--- src/rtl/ifu_pkg.sv ---
// Shared types and constants for the instruction fetch unit.
package ifu_pkg;

    typedef enum logic [1:0] {
        IDLE,
        FETCH,
        REDIRECT
    } ifu_state_e;

    typedef struct packed {
        logic [31:0] pc;
        logic [31:0] instr;
    } ifu_entry_t;

    localparam int          QUEUE_DEPTH = 2;
    localparam int          PTR_W       = $clog2(QUEUE_DEPTH);
    localparam int          CNT_W       = $clog2(QUEUE_DEPTH + 1);
    localparam logic [31:0] PC_STEP     = 32'd4;

endpackage

--- src/rtl/ifu_queue.sv ---
// Two-entry {pc,instr} FIFO between the memory response and the IF/ID register.
module ifu_queue
    import ifu_pkg::*;
(
    input  logic       Clk,
    input  logic       Rst_n,
    input  logic       clear,
    input  logic       push,
    input  ifu_entry_t push_data,
    input  logic       pop,
    output ifu_entry_t head,
    output logic       full,
    output logic       empty
);

    ifu_entry_t             mem [QUEUE_DEPTH];
    logic [PTR_W-1:0]       rd_ptr;
    logic [PTR_W-1:0]       wr_ptr;
    logic [CNT_W-1:0]       count;
    logic                   do_push;
    logic                   do_pop;

    assign full    = (count == CNT_W'(QUEUE_DEPTH));
    assign empty   = (count == '0);
    assign head    = mem[rd_ptr];
    assign do_pop  = pop && !empty;
    // A pop in the same cycle frees the slot a push into a full queue needs.
    assign do_push = push && (!full || do_pop);

    always_ff @(posedge Clk) begin
        if (!Rst_n || clear) begin
            rd_ptr <= '0;
            wr_ptr <= '0;
            count  <= '0;
        end else begin
            if (do_push) wr_ptr <= wr_ptr + PTR_W'(1);
            if (do_pop)  rd_ptr <= rd_ptr + PTR_W'(1);
            count <= count + CNT_W'(do_push) - CNT_W'(do_pop);
        end
    end

    always_ff @(posedge Clk) begin
        if (do_push) mem[wr_ptr] <= push_data;
    end

endmodule

--- src/rtl/instr_fetch_unit.sv ---
// Instruction fetch unit: issues imem reads, buffers responses, feeds IF/ID.
// Optional bubble counter enabled by defining IFU_PERF_CNT_EN.
module instr_fetch_unit
    import ifu_pkg::*;
#(
    parameter logic [31:0] RESET_PC = 32'h0000_0000,
    parameter logic [31:0] NOP_WORD = 32'h0000_0000
) (
    input  logic        Clk,
    input  logic        Rst_n,
    input  logic        stall,
    input  logic        branch_taken,
    input  logic [31:0] branch_target,
    output logic        imem_req,
    output logic [31:0] imem_addr,
    input  logic [31:0] imem_rdata,
    output logic [31:0] instruction_out,
    output logic [31:0] pc_out,
    output logic        flush,
    output logic [31:0] bubble_count
);

    ifu_state_e  state_q;
    ifu_state_e  state_d;
    logic [31:0] fpc;
    logic        req_vld_p1;
    logic [31:0] req_pc_p1;

    logic        q_push;
    logic        q_pop;
    logic        q_full;
    logic        q_empty;
    ifu_entry_t  q_head;
    ifu_entry_t  resp_entry;

    logic        load_head;
    logic        load_resp;
    logic        load_nop;

    ifu_queue u_queue (
        .Clk       (Clk),
        .Rst_n     (Rst_n),
        .clear     (branch_taken),
        .push      (q_push),
        .push_data (resp_entry),
        .pop       (q_pop),
        .head      (q_head),
        .full      (q_full),
        .empty     (q_empty)
    );

    always_comb begin
        state_d = state_q;
        if (branch_taken) begin
            state_d = REDIRECT;
        end else begin
            unique case (state_q)
                IDLE:     state_d = FETCH;
                FETCH:    state_d = FETCH;
                REDIRECT: state_d = FETCH;
                default:  state_d = IDLE;
            endcase
        end
    end

    // Occupancy plus in-flight below two: empty queue, or one slot and nothing in flight.
    always_comb begin
        imem_req         = (state_q == FETCH) && !branch_taken &&
                           (q_empty || (!q_full && !req_vld_p1));
        imem_addr        = fpc;
        resp_entry.pc    = req_pc_p1;
        resp_entry.instr = imem_rdata;
        load_head        = 1'b0;
        load_resp        = 1'b0;
        load_nop         = 1'b0;
        q_push           = 1'b0;
        q_pop            = 1'b0;
        if (branch_taken) begin
            load_nop = 1'b1;
        end else if (!stall) begin
            if (!q_empty) begin
                load_head = 1'b1;
                q_pop     = 1'b1;
                q_push    = req_vld_p1;
            end else if (req_vld_p1) begin
                // Empty queue: the response passes straight through to IF/ID.
                load_resp = 1'b1;
            end else begin
                load_nop  = 1'b1;
            end
        end else begin
            q_push = req_vld_p1;
        end
    end

    // Stage p0 -> p1: request issue, in-flight tracking and IF/ID register
    always_ff @(posedge Clk) begin
        if (!Rst_n) begin
            state_q         <= IDLE;
            fpc             <= RESET_PC;
            req_vld_p1      <= 1'b0;
            flush           <= 1'b0;
            instruction_out <= NOP_WORD;
            pc_out          <= RESET_PC;
        end else begin
            state_q    <= state_d;
            flush      <= branch_taken;
            req_vld_p1 <= imem_req;
            if (branch_taken) begin
                fpc <= branch_target;
            end else if (imem_req) begin
                fpc <= fpc + PC_STEP;
            end
            if (load_head) begin
                instruction_out <= q_head.instr;
                pc_out          <= q_head.pc;
            end else if (load_resp) begin
                instruction_out <= imem_rdata;
                pc_out          <= req_pc_p1;
            end else if (load_nop) begin
                instruction_out <= NOP_WORD;
            end
        end
    end

    always_ff @(posedge Clk) begin
        if (imem_req) req_pc_p1 <= fpc;
    end

`ifdef IFU_PERF_CNT_EN
    function automatic logic [31:0] sat_inc(input logic [31:0] v);
        return (v == 32'hFFFF_FFFF) ? v : v + 32'd1;
    endfunction

    logic [31:0] bubble_q;

    always_ff @(posedge Clk) begin
        if (!Rst_n) begin
            bubble_q <= '0;
        end else if (load_nop) begin
            bubble_q <= sat_inc(bubble_q);
        end
    end

    assign bubble_count = bubble_q;
`else
    assign bubble_count = '0;
`endif

endmodule

--- config.mk ---
export PLATFORM = sky130hd
export DESIGN_NAME = instr_fetch_unit
export DESIGN_NICKNAME = d
export VERILOG_FILES = /design/src/rtl/ifu_pkg.sv /design/src/rtl/ifu_queue.sv /design/src/rtl/instr_fetch_unit.sv
export SDC_FILE = /design/constraint.sdc
export NUM_CORES = 1
export LEC_CHECK = 0
export CAP_MARGIN = 25
export CORE_MARGIN = 2
export CORE_UTILIZATION = 52
export CTS_CLUSTER_SIZE = 14
export DETAILED_ROUTE_END_ITERATION = 10
export GPL_ROUTABILITY_DRIVEN = 0
export PLACE_DENSITY = 0.77
export SLEW_MARGIN = 20
export SYNTH_ARGS = -nofsm -noshare
export SYNTH_HDL_FRONTEND = slang
export SYNTH_SLANG_ARGS = --single-unit
--- constraint.sdc ---
create_clock -name Clk -period 6.35 [get_ports Clk]
set_clock_uncertainty 0.15 [all_clocks]
set_input_delay 1.27 -clock Clk [delete_from_list [all_inputs] [get_ports Clk]]
set_output_delay 1.27 -clock Clk [all_outputs]
set_load 0.1 [all_outputs]
==> results of run 1 <==
## logic make-up after synthesis
| family | after synthesis | share of synthesized area (%) |
|---|---|---|
| AOI/OAI and AO/OA | 158 | 12.0 |
| muxes | 43 | 4.56 |
| buffers and inverters | 101 | 5.08 |
| and+or+nand+nor | 258 | 11.5 |
| xor gates and xnor gates | 12 | 1.00 |
| adders and majority gates | 2 | 0.238 |
| DFF | 264 | 65.6 |
| other | 1 | 0.0357 |
## placed cells by master, fill, tap and decap left out, types with 3 or more instances in the layout
| cell type | count |
|---|---|
| a21oi_1 | 15 |
| o221ai_1 | 4 |
| and3_1 | 3 |
| a211oi_1 | 32 |
| clkbuf_1 | 8 |
| nor2b_1 | 33 |
| inv_1 | 9 |
| clkdlybuf4s50_1 | 164 |
| o21ai_0 | 9 |
| o211ai_1 | 4 |
| clkinv_1 | 4 |
| mux2_2 | 38 |
| buf_4 | 14 |
| xor2_1 | 6 |
| a311oi_1 | 34 |
| nand3_1 | 24 |
| or3_1 | 3 |
| nand4_1 | 8 |
| a222oi_1 | 32 |
| a31oi_1 | 7 |
| xnor2_1 | 6 |
| dfxtp_1 | 103 |
| nor3_1 | 6 |
| edfxtp_1 | 160 |
| clkinv_2 | 3 |
| a22oi_1 | 3 |
| conb_1 | 32 |
| mux2i_1 | 5 |
| clkbuf_16 | 27 |
| clkbuf_8 | 5 |
| nor2_1 | 55 |
| nand2_1 | 109 |
## final cells by class
class | count | area, µm² | area share, %
clock inverters | 7 | 56.3 | 0.428
clock buffers | 40 | 774 | 5.89
repair buffers | 181 | 1810 | 13.8
diodes | 2 | 5.00 | 0.0381
flip-flops and latches | 264 | 6890 | 52.4
multi-input cells | 505 | 3220 | 24.5
inverters | 12 | 45.0 | 0.343
well taps | 265 | 332 | 2.52
## flip-flops by register name, indices dropped and copies added (netlist names), 2 cells and up, named ones only
name,count
instruction_out,32
u_queue.mem,128
imem_addr,32
pc_out,32
u_queue.count,2
req_pc_p1,32
## metrics by stage
| stage | hold WS, ns | utilization, % | cells | setup WS (ns) |
|---|---|---|---|---|
| floorplan | 0.276 | - | 870 | 1.21 |
| global placement | 0.310 | 62.3 | 1225 | 1.70 |
| detailed placement | 0.307 | 62.6 | 1227 | 1.91 |
| CTS | 0.321 | 66.8 | 1274 | 2.29 |
| global route | 0.336 | 66.9 | 1275 | 2.19 |
| finish | 0.323 | 66.9 | 1276 | 2.28 |
## where the power goes
part           leakage, nW  total [mW]  internal, mW  switching (mW)
combinational         1.64       0.345        0.0833           0.262
clock                0.409        1.48         0.874           0.608
sequential            2.28        1.87          1.84          0.0308
total                 4.32        3.70          2.79           0.901
## worst reg2reg max path: stages, from the launching register on
cell and delay (ns):
dfxtp_1 0.46, mux2i_1 0.43, nand3_1 0.25, inv_2 0.14, buf_4 0.54, nand2_1 0.24
or3_1 0.36, a31oi_1 0.18
## worst paths after layout
path	to	slack, ns	cells after the start
min reg2reg	u_queue.mem[0][43]	0.32	0
min	u_queue.mem[0][43]	0.32	0
max	imem_req	2.28	6
max reg2reg	imem_addr[13]	3.51	7
## per-layer routing
metal,vias up,part of all wire [%]
met1,3552,41
li1,3416,-
met5,-,0
met4,0,3.4
met2,288,50
met3,61,6.3
==> flow_summary.yaml, run 1 <==
clocking:
  clock-sinks: 264
  cts_root_buf: "clkbuf_16"
  worst_skew_pair.late_latency_ns: 0.52
  cts_tree: "done"
  cts_setup_buffers: 0
  ctsHoldBuffers: 0
  cts_max_path_buffers: 3
  cts_max_level: 1
  clkTransAtPathRegs_ns: 0.06
  cts-resized-gates: 0
  cts_buffers: 26
worst_setup_path:
  cp.arrival_ns: 2.65
  crit_path_start: "branch_taken"
  critPathTopFamily: "buffers and inverters"
  critPathLaunchType: "input pin"
  crit_type: "input pin to output pin"
  crit_buf_inv: 4
  crit_required_ns: 4.93
  cpMaxStageDelayCell: "clkdlybuf4s50_1"
  end_kind: "output pin"
  crit_chain: "clkdlybuf4s50_1 -> buf_4 -> nor2_1 -> nand3_1 -> inv_2 -> buf_12"
  r2r-start: "u_queue.count[0]"
  crit_path_max_incr_delay_ns: 0.46
  worstPathMaxFanout: 40
logic_synthesis:
  synth_edf_count: 160
  ys.flop_type: "edfxtp_1"
  async_flop_share_pct: 0
  yosys.area.top_type_share_pct: 45.8
  synth_cell_types: 56
  syn_inst: 839
  ys_top_cells_by_area: "edfxtp_1, dfxtp_1, mux2_2"
  synth-seq-cells: 264
  synth_most_common_cell: "edfxtp_1"
  yosysSeqAreaShare_pct: 65.6
  yosys_warnings: 0
  synth_largest_area_cell: "edfxtp_1"
  synth.avg_cell_area_um2: 12.5
  synth_common_cells: "edfxtp_1, nand2_1, dfxtp_1, nor2_1, mux2_2"
  synthesis.area_um2: 10500
power:
  p_per_area_nw_per_um2: 281
  p_total_mw: 3.70
  vdd_drop_max_mv: 0.173
  p_leak_nw: 4.32
detailed_routing:
  drt_iter0_markers: 662
  routed_wl_mm: 24.2
  drc: 0
  wl_per_cell_um: 19.0
  vias_per_cell: 5.73
  drt_pass1_iterations: 6
  via_count: 7317
  antenna_left: 0
die:
  dieWidth_um: 146
  die_area_um2: 21300
  rows: 51
  io_pins: 198
  start_util_pct: 53.4
  core_area_um2: 19700
  die_height_um: 146
grt:
  gr-max-usage-layer: "met2"
  grt-ovfl-total: 0
  grt_use_met2_pct: 37.9
  grtUsageMet1_pct: 29.0
  grt_pass1_wl_mm: 38.1
  met3_usage_pct: 3.16
  gr-usage-all-layers_pct: 22.2
  antenna_found_initial: 2
  grt_pass1_vias: 7181
  grt_max_degree: 65
layout:
  drive_above_1_share_pct: 10.6
  fillerInstances: 1513
  stdcell_area_um2: 13100
  syn_to_final_growth_pct: 25.3
  final_net_count: 1060
timing:
  finalSetupViolCount: 0
  clock.fmax_mhz: 246
  period_share_pct: 64.1
  rsz0062_at_grt: "false"
  slew_viol_final: 0
  fin_setup_tns_ns: 0
  fin_crit_ns: 4.07
  slew_headroom_pct: 29.3
  tightest_slew_ns: 1.06
  finalHoldViolCount: 0
placement:
  numPortBuffers: 165
  placement.cell_area_um2: 12300
  hpwl_mm: 15.2
hold_path:
  hold_path_class: "register to register"
  min_from: "req_pc_p1[11]"
status:
  outcome: "finished, final reports clean"
job:
  cap_violations: 0
Power figures use the tool's default switching activity.
==> run 2: changes to the inputs <==
==> constraint.sdc (replaced) <==
create_clock -name Clk -period 4.1 [get_ports Clk]
set_clock_uncertainty 0.15 [all_clocks]
set_input_delay 0.82 -clock Clk [delete_from_list [all_inputs] [get_ports Clk]]
set_output_delay 0.82 -clock Clk [all_outputs]
set_load 0.1 [all_outputs]
==> run 2 against run 1 <==
Effect of this change:
- combinational power rose by 57%
- first-iteration DRC count is 5.6% higher
- total power rose by 57%
- critical path depth down 5
- final cell count is 0.31% higher
- non-clock buffer count up 3
- global-route usage fell by 0.30 points
==> flow_summary.yaml, run 2 (synthesized netlist as in run 1, its figures left out) <==
worst_setup_path:
  critPathLaunchType: "register"
  r2r-start: "u_queue.count[0]"
  crit_type: "register to output pin"
  crit_buf_inv: 1
  critPathTopFamily: "buffers and inverters"
  cp.arrival_ns: 2.32
  cpMaxStageDelayCell: "clkdlybuf4s50_1"
  crit_chain: "clkdlybuf4s50_1"
  worstPathMaxFanout: 9
  crit_path_start: "imem_addr[9]"
  crit_path_max_incr_delay_ns: 1.22
  crit_required_ns: 3.13
  end_kind: "output pin"
hold_path:
  hold_path_class: "register to register"
  min_from: "imem_addr[0]"
power:
  p_clk_share_pct: 40.7
  p_per_area_nw_per_um2: 437
  p_leak_nw: 4.38
  vdd_drop_max_mv: 0.295
  comb_power_share_pct: 9.3
  p_int_mw: 4.36
  power.switching_mw: 1.43
  switching_share_pct: 24.7
  pwr-share-seq_pct: 49.9
  p_total_mw: 5.79
timing:
  slew_headroom_pct: 27.8
  tightest_slew_ns: 1.08
  rsz0062_at_grt: "false"
  period_share_pct: 80.2
  slew_viol_final: 0
  clock.fmax_mhz: 304
  fin_crit_ns: 3.29
  finalSetupViolCount: 0
  setup_ws_ns: 0.811
  fin_setup_tns_ns: 0
  finalHoldViolCount: 0
die:
  core_area_um2: 19700
  die_area_um2: 21300
  io_pins: 198
  start_util_pct: 53.4
  die_height_um: 146
  dieWidth_um: 146
  rows: 51
detailed_routing:
  antenna_left: 0
  drc: 0
  wl_per_cell_um: 18.8
  via_count: 7364
  routed_wl_mm: 24.1
  drt_pass1_iterations: 9
  vias_per_cell: 5.75
  drt_iter0_markers: 699
clocking:
  cts_max_path_buffers: 3
  cts_root_buf: "clkbuf_16"
  clkTransAtPathRegs_ns: 0.06
  cts_max_level: 1
  ctsHoldBuffers: 0
  cts-resized-gates: 0
  cts_tree: "done"
  clock-sinks: 264
  cts_buffers: 27
  cts_setup_buffers: 0
  worst_skew_pair.late_latency_ns: 0.53
grt:
  grt_pass1_vias: 7059
  grt_pass1_wl_mm: 37.7
  antenna_found_initial: 0
  gr-usage-all-layers_pct: 21.9
  grt_max_degree: 97
  grt-ovfl-total: 0
layout:
  syn_to_final_growth_pct: 26.3
  drive_above_1_share_pct: 11.5
  largest_reg_flops: 128
  final_core_util_pct: 67.4
  final_net_count: 1064
  layout_common_cells: "clkdlybuf4s50_1, edfxtp_1, nand2_1"
  antennaDiodeCount: 0
  regMostFlops: "u_queue.mem"
  layout_commonest_cell: "clkdlybuf4s50_1"
  fillerInstances: 1459
placement:
  place_ws_ns: 0.880
  hpwl_mm: 15.5
  numPortBuffers: 165
status:
  outcome: "finished, final reports clean"
job:
  cap_violations: 0
-- run 2: cell types whose count changed in the layout (fill, tap and decap cells not counted), moves of 2 or more --
cell | before | now
buf_12 | 2 | 6
clkinvlp_4 | 0 | 2
clkbuf_1 | 8 | 3
clkinv_2 | 3 | 7
diode_2 | 2 | 0
-- run 2: stage by stage --
stage	instances	area, µm²	hold WS (ns)
finish	1280	13200	0.309
global route	1280	13200	0.337
CTS	1279	13200	0.314
detailed placement	1229	12300	0.296
global placement	1228	12300	0.286
floorplan	870	10600	0.276
-- run 2: power by group through the flow --
| stage | Combinational [mW] | Clock [mW] | Sequential [mW] |
|---|---|---|---|
| floorplan | 0.240 | 0 | 3.10 |
| detailed placement | 0.539 | 0 | 2.95 |
| CTS | 0.540 | 2.39 | 2.89 |
| global route | 0.561 | 2.50 | 2.90 |
| global placement | 0.535 | 0 | 2.95 |
| finish | 0.540 | 2.36 | 2.89 |
-- run 2: final cells by class --
| type | instances | area (µm²) | area share, % |
|---|---|---|---|
| clock inverters | 14 | 105 | 0.793 |
| clock buffers | 36 | 769 | 5.81 |
| multi-input cells | 505 | 3220 | 24.3 |
| flip-flops and latches | 264 | 6890 | 52.0 |
| inverters | 12 | 45.0 | 0.340 |
| well taps | 265 | 332 | 2.50 |
| repair buffers | 184 | 1890 | 14.2 |
-- run 2: metal layers --
metal / track usage, % / share of wire, % / wire [µm]
met5: 0 / 0 / 0
met2: 36.8 / 49 / 11900
met4: 7.33 / 2.7 / 642
met3: 3.25 / 7.2 / 1740
met1: 29.4 / 41 / 9820
-- run 2: final timing paths --
check / end / slack, ns / cells after the start
worst min-delay path: req_pc_p1[0] / 0.31 / 0
worst min register to register: req_pc_p1[0] / 0.31 / 0
worst max-delay path: imem_addr[9] / 0.81 / 1
worst max register to register: imem_addr[13] / 1.61 / 8
